$ cat config.mk
export PLATFORM = sky130hd
export DESIGN_NAME = player_ctrl
export DESIGN_NICKNAME = d
export VERILOG_FILES = /design/src/rtl/player_ctrl.sv
export SDC_FILE = /design/constraint.sdc
export NUM_CORES = 1
export LEC_CHECK = 0
export ABC_CLOCK_PERIOD_IN_PS = 2000
export BUFFER_PORTS_ARGS = -buffer_cell sky130_fd_sc_hd__buf_2
export CAP_MARGIN = 15
export CORE_AREA = 2 2 39 41
export CTS_CLUSTER_SIZE = 14
export DETAILED_ROUTE_END_ITERATION = 6
export DIE_AREA = 0 0 41 43
export HOLD_SLACK_MARGIN = 0.03
export PLACE_DENSITY_LB_ADDON = 0.12
export SLEW_MARGIN = 5
export SYNTH_ARGS = -nofsm -noshare
export SYNTH_HDL_FRONTEND = slang
export SYNTH_SLANG_ARGS = --single-unit
$ cat constraint.sdc
create_clock -name clk -period 2 [get_ports clk]
set_clock_uncertainty 0.1 [all_clocks]
set_input_delay 0.3 -clock clk [delete_from_list [all_inputs] [get_ports clk]]
set_output_delay 0.3 -clock clk [all_outputs]
set_load 0.005 [all_outputs]
$ cat src/rtl/player_ctrl.sv
// player_ctrl: sequencing controller for the music player.
// Turns play/next button pulses and song_done into play, song and
// reset_player controls for song_reader. Moore FSM: every output decodes
// from registers only, so no input reaches an output combinationally.
module player_ctrl #(
  parameter int NUM_SONGS = 4
) (
  input  logic       clk,
  input  logic       reset,
  input  logic       play_button,
  input  logic       next_button,
  input  logic       loop_en,
  input  logic       song_done,
  output logic       play,
  output logic [1:0] song,
  output logic       reset_player,
  output logic [1:0] state
);

  // Encoding doubles as the externally visible status code.
  typedef enum logic [1:0] {
    ST_RESET = 2'b00,
    ST_PAUSE = 2'b01,
    ST_PLAY  = 2'b10,
    ST_NEXT  = 2'b11
  } state_t;

  localparam logic [1:0] LAST_SONG = 2'(NUM_SONGS - 1);

  state_t     state_q, state_d;
  logic [1:0] song_q, song_d;
  logic       resume_q, resume_d;
  logic       last_song;

  // State, song index and resume flag registers; reset dominates all inputs.
  always_ff @(posedge clk) begin
    if (reset) begin
      state_q  <= ST_RESET;
      song_q   <= 2'd0;
      resume_q <= 1'b0;
    end else begin
      state_q  <= state_d;
      song_q   <= song_d;
      resume_q <= resume_d;
    end
  end

  // Next-state logic with per-state input priorities.
  always_comb begin
    state_d   = state_q;
    song_d    = song_q;
    resume_d  = resume_q;
    last_song = (song_q == LAST_SONG);
    case (state_q)
      ST_RESET: begin
        // Inputs ignored; clear the playlist position and settle in PAUSE.
        song_d   = 2'd0;
        resume_d = 1'b0;
        state_d  = ST_PAUSE;
      end
      ST_PAUSE: begin
        // song_done is ignored while paused.
        if (next_button) begin
          resume_d = 1'b0;
          state_d  = ST_NEXT;
        end else if (play_button) begin
          state_d = ST_PLAY;
        end
      end
      ST_PLAY: begin
        if (next_button) begin
          resume_d = 1'b1;
          state_d  = ST_NEXT;
        end else if (song_done) begin
          if (!last_song || loop_en) begin
            // Wrap to song 0 happens on the NEXT exit increment.
            resume_d = 1'b1;
            state_d  = ST_NEXT;
          end else begin
            // End of playlist without looping: restart stopped at song 0.
            state_d = ST_RESET;
          end
        end else if (play_button) begin
          state_d = ST_PAUSE;
        end
      end
      ST_NEXT: begin
        // One-cycle pulse; song still shows the old index during it.
        song_d  = last_song ? 2'd0 : song_q + 2'd1;
        state_d = resume_q ? ST_PLAY : ST_PAUSE;
      end
      default: state_d = ST_RESET;
    endcase
  end

  assign play         = (state_q == ST_PLAY);
  assign reset_player = (state_q == ST_RESET) || (state_q == ST_NEXT);
  assign state        = state_q;
  assign song         = song_q;

endmodule

## Word level (Yosys, flattened, before mapping)

Cells that the tools add are included.

- Flip-flop bits (word level): 5
- Logic and storage cells: 36

- Mux-type cells: 15
- Equality and inequality tests: 9
- Add/subtract/negate cells: 1
- Reduce and logical (&&, ||, !) cells: 8

Operator list:

| kind | count |
|---|---|
| 2-to-1 mux 2 bit | 8 |
| case mux 2 bit (4 select lines) | 1 |
| == test 2 bit (second input constant) | 3 |
| != test 3 bit (second input constant) | 2 |
| 2-to-1 mux 1 bit | 4 |
| != test 4 bit (second input constant) | 1 |
| case mux 2 bit (2 select lines) | 1 |
| AND reduction 4 bit | 1 |
| != test 3 x 2 -> 1 bit (second input constant) | 1 |
| case mux 1 bit (3 select lines) | 1 |
| nonzero test 3 bit | 1 |
| adder 2 x 1 -> 2 bit (second input constant) | 1 |
| == test 2 x 1 -> 1 bit (second input constant) | 1 |
| logical NOT 2 bit | 1 |
| logical OR 1 bit | 2 |
| != test 2 bit (second input constant) | 1 |
| AND reduction 2 bit | 1 |
| nonzero test 2 bit | 1 |
| logical NOT 1 bit | 1 |

## Logic depth before layout (Yosys ltp)

Gate-level depths: netlist of run 1.

- Depth in word-level cells: 7
- Gate-level depth with buffers: 6
- Gate-level depth less buffers: 6

## Worst setup path before layout of run 1

OpenSTA, ideal clock, no wires.

- Path type: register to register
- Start point: register state_q[0] (netlist: state[0])
- End point: register state_q[0] (netlist: state[0])
- Stages on the path, launching flop included: 7
- Required time: 1.809 ns
- Clock period less this slack: 1.464 ns
- Data arrival time: 1.273 ns
- Setup slack: 0.536 ns
- Cell sequence: dfxtp_1 -> inv_1 -> ha_1 -> nor2b_4 -> o21ai_4 -> nor2_2 -> a311oi_1

- Cells in the longest elaborated chain, start to end: 3
- Elaborated cells between the ends (all ways): 8

RTL lines:

| element | RTL line | source |
|---|---|---|
| from (decl) | 30 | `state_t state_q, state_d;` |
| from (signal assigned) | 42 | `state_q <= state_d;` |
| == test 2 bit (*) | n/a |  |
| named net play | 14 | `output logic play,` |
| != test 4 bit (no source line) | n/a |  |
| AND reduction 2 bit (no source line) | n/a |  |

Mark *: on every way through the listed nets, which the timed path passes. The rest lies on a longest branch.
A chain may end at the register's enable or synchronous reset.

## Worst setup path after layout of run 1

- Start point: register state_q[0] (netlist: state[0])
- End point: output reset_player

- Cells in the longest elaborated chain, start to end: 2
- Elaborated cells between the ends (all ways): 3

RTL lines:

| element | RTL line | source |
|---|---|---|
| == test 2 bit or logical NOT 2 bit (tied branches) | 97 | `assign reset_player = (state_q == ST_RESET) \|\| (state_q == ST_NEXT);` |
| logical OR 1 bit (*) | 97 |  |
| to (decl) | 16 | `output logic reset_player,` |

Mark *: on every way between the ends. The rest lies on a longest branch, timed or not.

==> impl_metrics.toml, run 1 <==
[sta]
finalHoldViolCount = 0
max_freq_ghz = 0.605
worst_pin_slew_ns = 0.251
hold_slack_ns = 0.200
fin_setup_tns_ns = 0
relSlewSlack_pct = 83.0
report.final.slew_viol_count = 0
fin_crit_sh_pct = 82.6
setup-violations-final = 0
rsz0062_at_grt = "no"
min_period_ns = 1.65

[yosys]
ys_warn_count = 0
synth_edf_count = 0
synthFlopType = "dfxtp_1"
synth.area.top_cells = "dfxtp_1, ha_1, a21oi_1, inv_1, nor2_1"
synthCells = 42
synth_top_cell_by_area = "dfxtp_1"
async_flop_share_pct = 0
synthesis.area_um2 = 353
synth_top_family_by_area = "compound AO/OA/AOI/OAI gates"
synth_common_cells = "a21oi_1, dfxtp_1, ha_1, inv_1, nor2_1"
synth_seq_cells = 5
mappedNetlistNets = 53
synth_compound_area_share_pct = 27.0
yosysTopAreaCellShare_pct = 28.4
yosys.area_share.simple_pct = 21.6
synth-xor-area-share_pct = 0
synth-seq-area-share_pct = 28.4
synthMuxAreaShare_pct = 0
yosys.cell_types.count = 20
syn_area_per_cell_um2 = 8.40
synth_fa_ha_area_share_pct = 17.7

[power]
power_frac_seq_pct = 31.1
ir_worst_vdd_v = 0.000292
p_switching_w = 0.000181
switching_share_pct = 38.1
internal-power_w = 0.000294
clkPwrFrac_pct = 24.2
powerDensity_mw_per_mm2 = 1050
total_leakage_power_nw = 0.213
pwr-share-comb_pct = 44.7

[worst_setup_path]
critPathKind = "reg2out"
crit_required_ns = 1.60
cp-start-kind = "register"
cp-end-kind = "primary output"
arrival_ns = 1.25
crit_fanout = 5

[placed_design]
place.gp.congestion = 0.668
place.port_buffers = 11
dp_hpwl_um = 628

[grt]
antenna_found_initial = 0
grt_max_degree = 7
grt_first_pass_wirelength_um = 1170
grtUsageTotal_pct = 10.0
overflow = 0
grt_pass1_vias = 302

[finish]
drive_above_1_share_pct = 33.3
final_nets = 69
antennaDiodeCount = 0
syn_to_final_growth_pct = 28.7

[clocking]
clock_path_buffers = 2
cts_buffers = 3
path_clk_slew_ns = 0.05
htree_levels = 1
ctsHoldBuffers = 0
clock_latency_ns = 0.24
cts_tree = "yes"
cts_root_buffer = "clkbuf_4"
cts-resized-gates = 0
post-cts-setup-buffers = 0
cts_num_sinks = 5

[floorplanning]
pin_count = 12
rows = 14
core_mm2 = 0.00138
die-area_mm2 = 0.00176
die_x_um = 41
die_h_um = 43
start_util_pct = 25.5

[outcome]
outcome = "finished, final reports clean"

[min_path]
hold_path.class = "in2reg"

[route]
wl_met2_um = 370
dr_wl_met3_um = 34
post-route-drc-count = 0
dr.first_iter.drc_count = 0
via_per_inst = 4.51
firstDrtPassIters = 1
wl_met1_um = 331
num_vias = 329
wl_per_cell_um = 10.1
final_antenna_net_count = 0
top_layer = "met3"
drt_wl_total_um = 736

[flow_run]
maxCapViolCount = 0
==> critical path, cell delays in order, from the launching register on <==
cell     delay [ns]
dfxtp_1        0.39
inv_1          0.10
ha_1           0.35
inv_1          0.08
buf_2          0.10
==> registers in the layout, indices dropped and copies added, names as in the netlist <==
name	flops
resume_q	1
song	2
state	2
==> layout by cell type, fill, tap and decap left out, drive strengths merged <==
| cell | synthesis | final |
|---|---|---|
| clkbuf | 0 | 4 |
| nand2 | 2 | 2 |
| inv | 5 | 5 |
| nor2b | 1 | 1 |
| o21ai | 5 | 5 |
| a21oi | 5 | 5 |
| a311oi | 1 | 1 |
| ha | 5 | 5 |
| and3 | 1 | 1 |
| a21o | 1 | 1 |
| a211oi | 1 | 1 |
| nand2b | 2 | 2 |
| nor4b | 1 | 1 |
| buf | 0 | 11 |
| nor2 | 6 | 6 |
| dfxtp | 5 | 5 |
| a31oi | 1 | 1 |
==> final timing paths <==
check / start / end / depth (start not counted) / slack, ns
max: state[0] / reset_player / 4 / 0.35
min: reset / song[0] / 2 / 0.20
max reg2reg: state[0] / state[0] / 6 / 0.45
min reg2reg: song[1] / song[1] / 2 / 0.41
==> power by group through the flow <==
| stage | Sequential [W] | Clock [W] | Combinational, W |
|---|---|---|---|
| after floorplan | 0.000148 | 0 | 0.000149 |
| after global placement | 0.000151 | 0 | 0.000220 |
| after detailed placement | 0.000150 | 0 | 0.000217 |
| after global routing | 0.000152 | 0.000128 | 0.000243 |
| final | 0.000148 | 0.000115 | 0.000212 |
| after CTS | 0.000148 | 0.000122 | 0.000217 |
==> through the flow <==
stage                     cell area [um^2]  setup slack, ns  total power [W]  util [%]  cells
after floorplan                        353            0.536         0.000297         -     42
after global placement                 428            0.437         0.000371      30.9     69
after detailed placement               428            0.419         0.000367      30.9     69
after CTS                              454            0.320         0.000487      32.8     73
after global routing                   454            0.243         0.000523      32.8     73
final                                  454            0.347         0.000475      32.8     73
==> metal layers <==
layer / vias up / track usage (%)
met5: - / 0
met4: 0 / 8.00
met3: 0 / 1.57
met2: 7 / 15.9
met1: 147 / 10.9
li1: 175 / -
==> final cells by class <==
| cell class | instances | area, um^2 |
|---|---|---|
| clock buffer | 4 | 26.3 |
| fill | 157 | 930 |
| multi-input combinational | 32 | 234 |
| inverter | 5 | 18.8 |
| sequential | 5 | 100 |
| tap | 16 | 20.0 |
| timing repair buffer | 11 | 55.1 |
==> cells by family after synthesis <==
group,Yosys count
AOI/OAI and AO/OA,14
DFF,5
buffers and inverters,5
and+or+nand+nor,13
adders and majority gates,5
Power figures use the tool's default switching activity.
==> run 2, diff against run 1 <==
--- a/config.mk
+++ b/config.mk
@@ -5,7 +5,7 @@
 export SDC_FILE = /design/constraint.sdc
 export NUM_CORES = 1
 export LEC_CHECK = 0
-export ABC_CLOCK_PERIOD_IN_PS = 2000
+export ABC_CLOCK_PERIOD_IN_PS = 1600
 export BUFFER_PORTS_ARGS = -buffer_cell sky130_fd_sc_hd__buf_2
 export CAP_MARGIN = 15
 export CORE_AREA = 2 2 39 41
==> constraint.sdc (replaced) <==
create_clock -name clk -period 1.6 [get_ports clk]
set_clock_uncertainty 0.1 [all_clocks]
set_input_delay 0.24 -clock clk [delete_from_list [all_inputs] [get_ports clk]]
set_output_delay 0.24 -clock clk [all_outputs]
set_load 0.005 [all_outputs]
==> run 2 against run 1 <==
Flip-flop and latch count unchanged. Final cell count increased by 2.7%. Count of clock-buffer cells in the layout stayed put. Core utilization rose by 2.4 points. Hold slack got worse by 0.066 ns. Clock power up 30%. Via count rose by 5.5%. First-iteration DRC count increased by 2. Register-to-register slack got worse by 0.27 ns. Die area unchanged.
==> impl_metrics.toml, run 2 (synthesis results as in run 1) <==
[route]
final_antenna_net_count = 0
drt_wl_total_um = 789
post-route-drc-count = 0
wl_per_cell_um = 10.5
dr.first_iter.drc_count = 2
num_vias = 347
via_per_inst = 4.63
firstDrtPassIters = 4

[sta]
max_freq_ghz = 0.661
layout_setup_ws_ns = 0.0864
finalHoldViolCount = 0
hold_slack_ns = 0.134
worst_pin_slew_ns = 0.249
report.final.slew_viol_count = 0
fin_setup_tns_ns = 0
setup-violations-final = 0
rsz0062_at_grt = "no"
min_period_ns = 1.51
relSlewSlack_pct = 83.1
fin_crit_sh_pct = 94.6

[finish]
antennaDiodeCount = 0
layout_common_cells = "buf_2, inv_1, nor2_1, a21oi_1"
fillers = 162
final_nets = 71
layout_commonest_cell = "buf_2"
multi_input_area_um2 = 249
instances_no_fill = 75
fin_area_um2 = 487
seq_area_um2 = 103
syn_to_final_growth_pct = 37.9
drive_above_1_share_pct = 42.4

[clocking]
cts_root_buffer = "clkbuf_4"
cts_tree = "yes"
cts-resized-gates = 2
path_clk_slew_ns = 0.04
cts_buffers = 3
clock_latency_ns = 0.24
clock_path_buffers = 2
post-cts-setup-buffers = 0
cts_num_sinks = 5
ctsHoldBuffers = 0
htree_levels = 1

[power]
clkPwrFrac_pct = 22.9
pwr-share-comb_pct = 48.6
switching_share_pct = 37.7
power_frac_seq_pct = 28.6
powerDensity_mw_per_mm2 = 1350
total_leakage_power_nw = 0.223
ir_worst_vdd_v = 0.000427
p_switching_w = 0.000247
internal-power_w = 0.000408

[grt]
grt_max_degree = 6
grt_pass1_vias = 299
grtUsageTotal_pct = 11.0
antenna_found_initial = 0
overflow = 0
grt_first_pass_wirelength_um = 1210

[worst_setup_path]
critPathKind = "reg2out"
max_stage_delay_ns = 0.35
cp-start-kind = "register"
cpMaxStageDelayCell = "dfxtp_2"
cp-end-kind = "primary output"
crit_fanout = 4
path_cells = "inv_1 -> ha_2 -> buf_4 -> buf_2"
crit_required_ns = 1.26
reg2reg_depth = 6
rrSetupSlack_ns = 0.18
arrival_ns = 1.17

[floorplanning]
pin_count = 12
die-area_mm2 = 0.00176
die_h_um = 43
core_mm2 = 0.00138
start_util_pct = 25.5
rows = 14
die_x_um = 41

[placed_design]
place.gp.congestion = 0.709
dp_hpwl_um = 625
placed_area_um2 = 443
dp_worst_setup_slack_ns = 0.137
place.port_buffers = 11
place_inst = 71

[min_path]
hold_path.class = "in2reg"
min_path_cells = 2

[outcome]
outcome = "finished, final reports clean"

[flow_run]
maxCapViolCount = 0
## run 2: cell types whose count changed in the layout (fill, tap and decap cells not counted), sizes merged
cell | before | now
buf | 11 | 13
## run 2: path summary, 6_finish.rpt
check / startpoint / to
worst max register to register: state[1] / resume_q
worst max-delay path: state[0] / play
worst min-delay path: reset / state[0]
worst min register to register: state[0] / state[0]
## run 2: routing by layer
| metal | wire [um] | track usage, % | up-vias |
|---|---|---|---|
| li1 | - | - | 179 |
| met1 | 329 | 13.5 | 155 |
| met2 | 390 | 14.4 | 11 |
| met3 | 63 | 4.71 | 2 |
| met4 | 5 | 8.00 | 0 |
| met5 | 0 | 0 | - |
## run 2: layout make-up
type | instances | share of cell area [%]
flip-flops and latches | 5 | 21.1
repair buffers | 13 | 14.4
clock buffers | 4 | 5.40
multi-input cells | 32 | 51.2
well taps | 16 | 4.11
inverters | 5 | 3.86
## run 2: through the flow
stage / util [%] / total power, W
global route: 35.2 / 0.000725
global placement: 32.0 / 0.000483
finish: 35.2 / 0.000656
floorplan: - / 0.000371
detailed placement: 32.0 / 0.000477
CTS: 34.1 / 0.000639
## run 2: worst max-delay path, delay by kind of cell, from the launching register on
family / cells / cell delay (ns)
DFF: 1 / 0.35
adders and majority gates: 1 / 0.22
buffers and inverters: 3 / 0.37
## run 2: power by group through the flow
stage	registers [W]	logic [W]	clock network, W
2_1_floorplan	0.000185	0.000186	0
4_1_cts	0.000187	0.000293	0.000159
6_report	0.000187	0.000318	0.000150
3_3_place_gp	0.000187	0.000295	0
3_5_place_dp	0.000185	0.000291	0
5_1_grt	0.000193	0.000364	0.000167
==> run 3, diff against run 2 <==
--- a/config.mk
+++ b/config.mk
@@ -9,6 +9,7 @@
 export BUFFER_PORTS_ARGS = -buffer_cell sky130_fd_sc_hd__buf_2
 export CAP_MARGIN = 15
 export CORE_AREA = 2 2 39 41
+export CTS_BUF_LIST = sky130_fd_sc_hd__clkbuf_8
 export CTS_CLUSTER_SIZE = 14
 export DETAILED_ROUTE_END_ITERATION = 6
 export DIE_AREA = 0 0 41 43
==> run 3 against run 2 <==
Final area grew 3.1%. Count of clock-buffer cells in the layout shrank 1. Setup slack lost 0.018 ns. Non-clock buffer count is the same. Clock power grew 54%. Register-to-register slack lost 0.03 ns. Critical path type unchanged. Critical endpoint is now reset_player.
==> impl_metrics.toml, run 3 (synthesis results as in run 1) <==
[worst_setup_path]
cp-start-kind = "register"
crit_fanout = 5
path_cells = "inv_1 -> ha_4 -> inv_1 -> buf_2"
cpMostUsedCell = "inv_1"
arrival_ns = 1.19
critPathKind = "reg2out"
crit_required_ns = 1.26
cp_top_family = "flip-flops"
cp-end-kind = "primary output"
cpMaxStageDelayCell = "dfxtp_1"
rrSetupSlack_ns = 0.15
critPathBufInv = 3
max_stage_delay_ns = 0.38

[clocking]
cts-resized-gates = 0
htree_levels = 1
ctsHoldBuffers = 0
path_clk_slew_ns = 0.04
cts_num_sinks = 5
cts_tree = "yes"
clock_latency_ns = 0.22
post-cts-setup-buffers = 0
cts_buffers = 3
cts_root_buffer = "clkbuf_8"
clock_path_buffers = 2

[finish]
drive_above_1_share_pct = 39.0
syn_to_final_growth_pct = 42.2
final_nets = 71
layout_common_cells = "buf_2, inv_1, nor2_1, a21oi_1"
antennaDiodeCount = 0
post-route-util_pct = 36.3
layout_commonest_cell = "buf_2"

[route]
dr.first_iter.drc_count = 4
num_vias = 341
via_per_inst = 4.55
final_antenna_net_count = 0
wl_met1_um = 343
firstDrtPassIters = 4
drt_wl_total_um = 791
dr_wl_met3_um = 51
top_layer = "met4"
wl_per_cell_um = 10.5
wl_met2_um = 390
post-route-drc-count = 0

[grt]
grtUsageTotal_pct = 11.4
overflow = 0
antenna_found_initial = 0
grt_pass1_vias = 308
grt_first_pass_wirelength_um = 1240
grt_max_degree = 6

[floorplanning]
die_x_um = 41
rows = 14
pin_count = 12
start_util_pct = 25.5
die_h_um = 43
core_mm2 = 0.00138
die-area_mm2 = 0.00176

[sta]
max_freq_ghz = 0.653
fin_crit_sh_pct = 95.7
setup-violations-final = 0
worst_pin_slew_ns = 0.261
report.final.slew_viol_count = 0
layout_setup_ws_ns = 0.0686
min_period_ns = 1.53
relSlewSlack_pct = 82.4
finalHoldViolCount = 0

[placed_design]
place.port_buffers = 11
place.gp.congestion = 0.709
dp_hpwl_um = 625
dp_worst_setup_slack_ns = 0.137

[flow_run]
maxCapViolCount = 0

[min_path]
hold_path.class = "in2reg"

[power]
total_leakage_power_nw = 0.236
ir_worst_vdd_v = 0.000466
powerDensity_mw_per_mm2 = 1460

[outcome]
outcome = "finished, final reports clean"
run 3: cell count changes in the layout (fill, tap and decap cells not counted), sizes merged:
cell,delta
clkbuf,-1
inv,+1
run 3: metrics by stage:
stage | hold slack (ns) | setup TNS [ns] | power, W | instance area, um^2 | instances
after floorplan | 0.212 | 0 | 0.000371 | 353 | 42
after global placement | 0.394 | 0 | 0.000483 | 443 | 71
after detailed placement | 0.395 | 0 | 0.000477 | 443 | 71
after CTS | 0.159 | 0 | 0.000714 | 488 | 75
after global routing | 0.168 | -0.00566 | 0.000800 | 502 | 75
final | 0.154 | 0 | 0.000734 | 502 | 75
run 3: cell type report:
cell class / count / area [um^2]
Inverter: 5 / 18.8
Fill cell: 158 / 882
Tap cell: 16 / 20.0
Multi-Input combinational cell: 32 / 246
Timing Repair Buffer: 13 / 70.1
Sequential cell: 5 / 101
Clock inverter: 1 / 3.75
Clock buffer: 3 / 41.3
run 3: worst register-to-register path: stages (launching register included):
cell,delay (ns)
dfxtp_2,0.35
inv_1,0.10
ha_1,0.25
nor2b_4,0.14
o21ai_4,0.15
nor2_2,0.04
a311oi_1,0.22
run 3: path summary, 6_finish.rpt:
path,start,end,cells past startpoint
worst max-delay path,state[1],reset_player,4
worst min-delay path,reset,state[0],2
worst max register to register,state[0],state[0],6
worst min register to register,state[0],state[0],2
run 3: routing by layer:
| metal | vias to the layer above | GRT usage [%] |
|---|---|---|
| met2 | 7 | 14.7 |
| met4 | 0 | 10.0 |
| met3 | 2 | 4.71 |
| met5 | - | 0 |
| met1 | 154 | 13.5 |
| li1 | 178 | - |
run 3: power by group:
| group | switching [W] | leakage, nW | internal (W) | total (W) |
|---|---|---|---|---|
| logic | 0.000161 | 0.168 | 0.000156 | 0.000318 |
| clock network | 0.0000661 | 0.0269 | 0.000165 | 0.000231 |
| registers | 0.0000296 | 0.0412 | 0.000156 | 0.000185 |
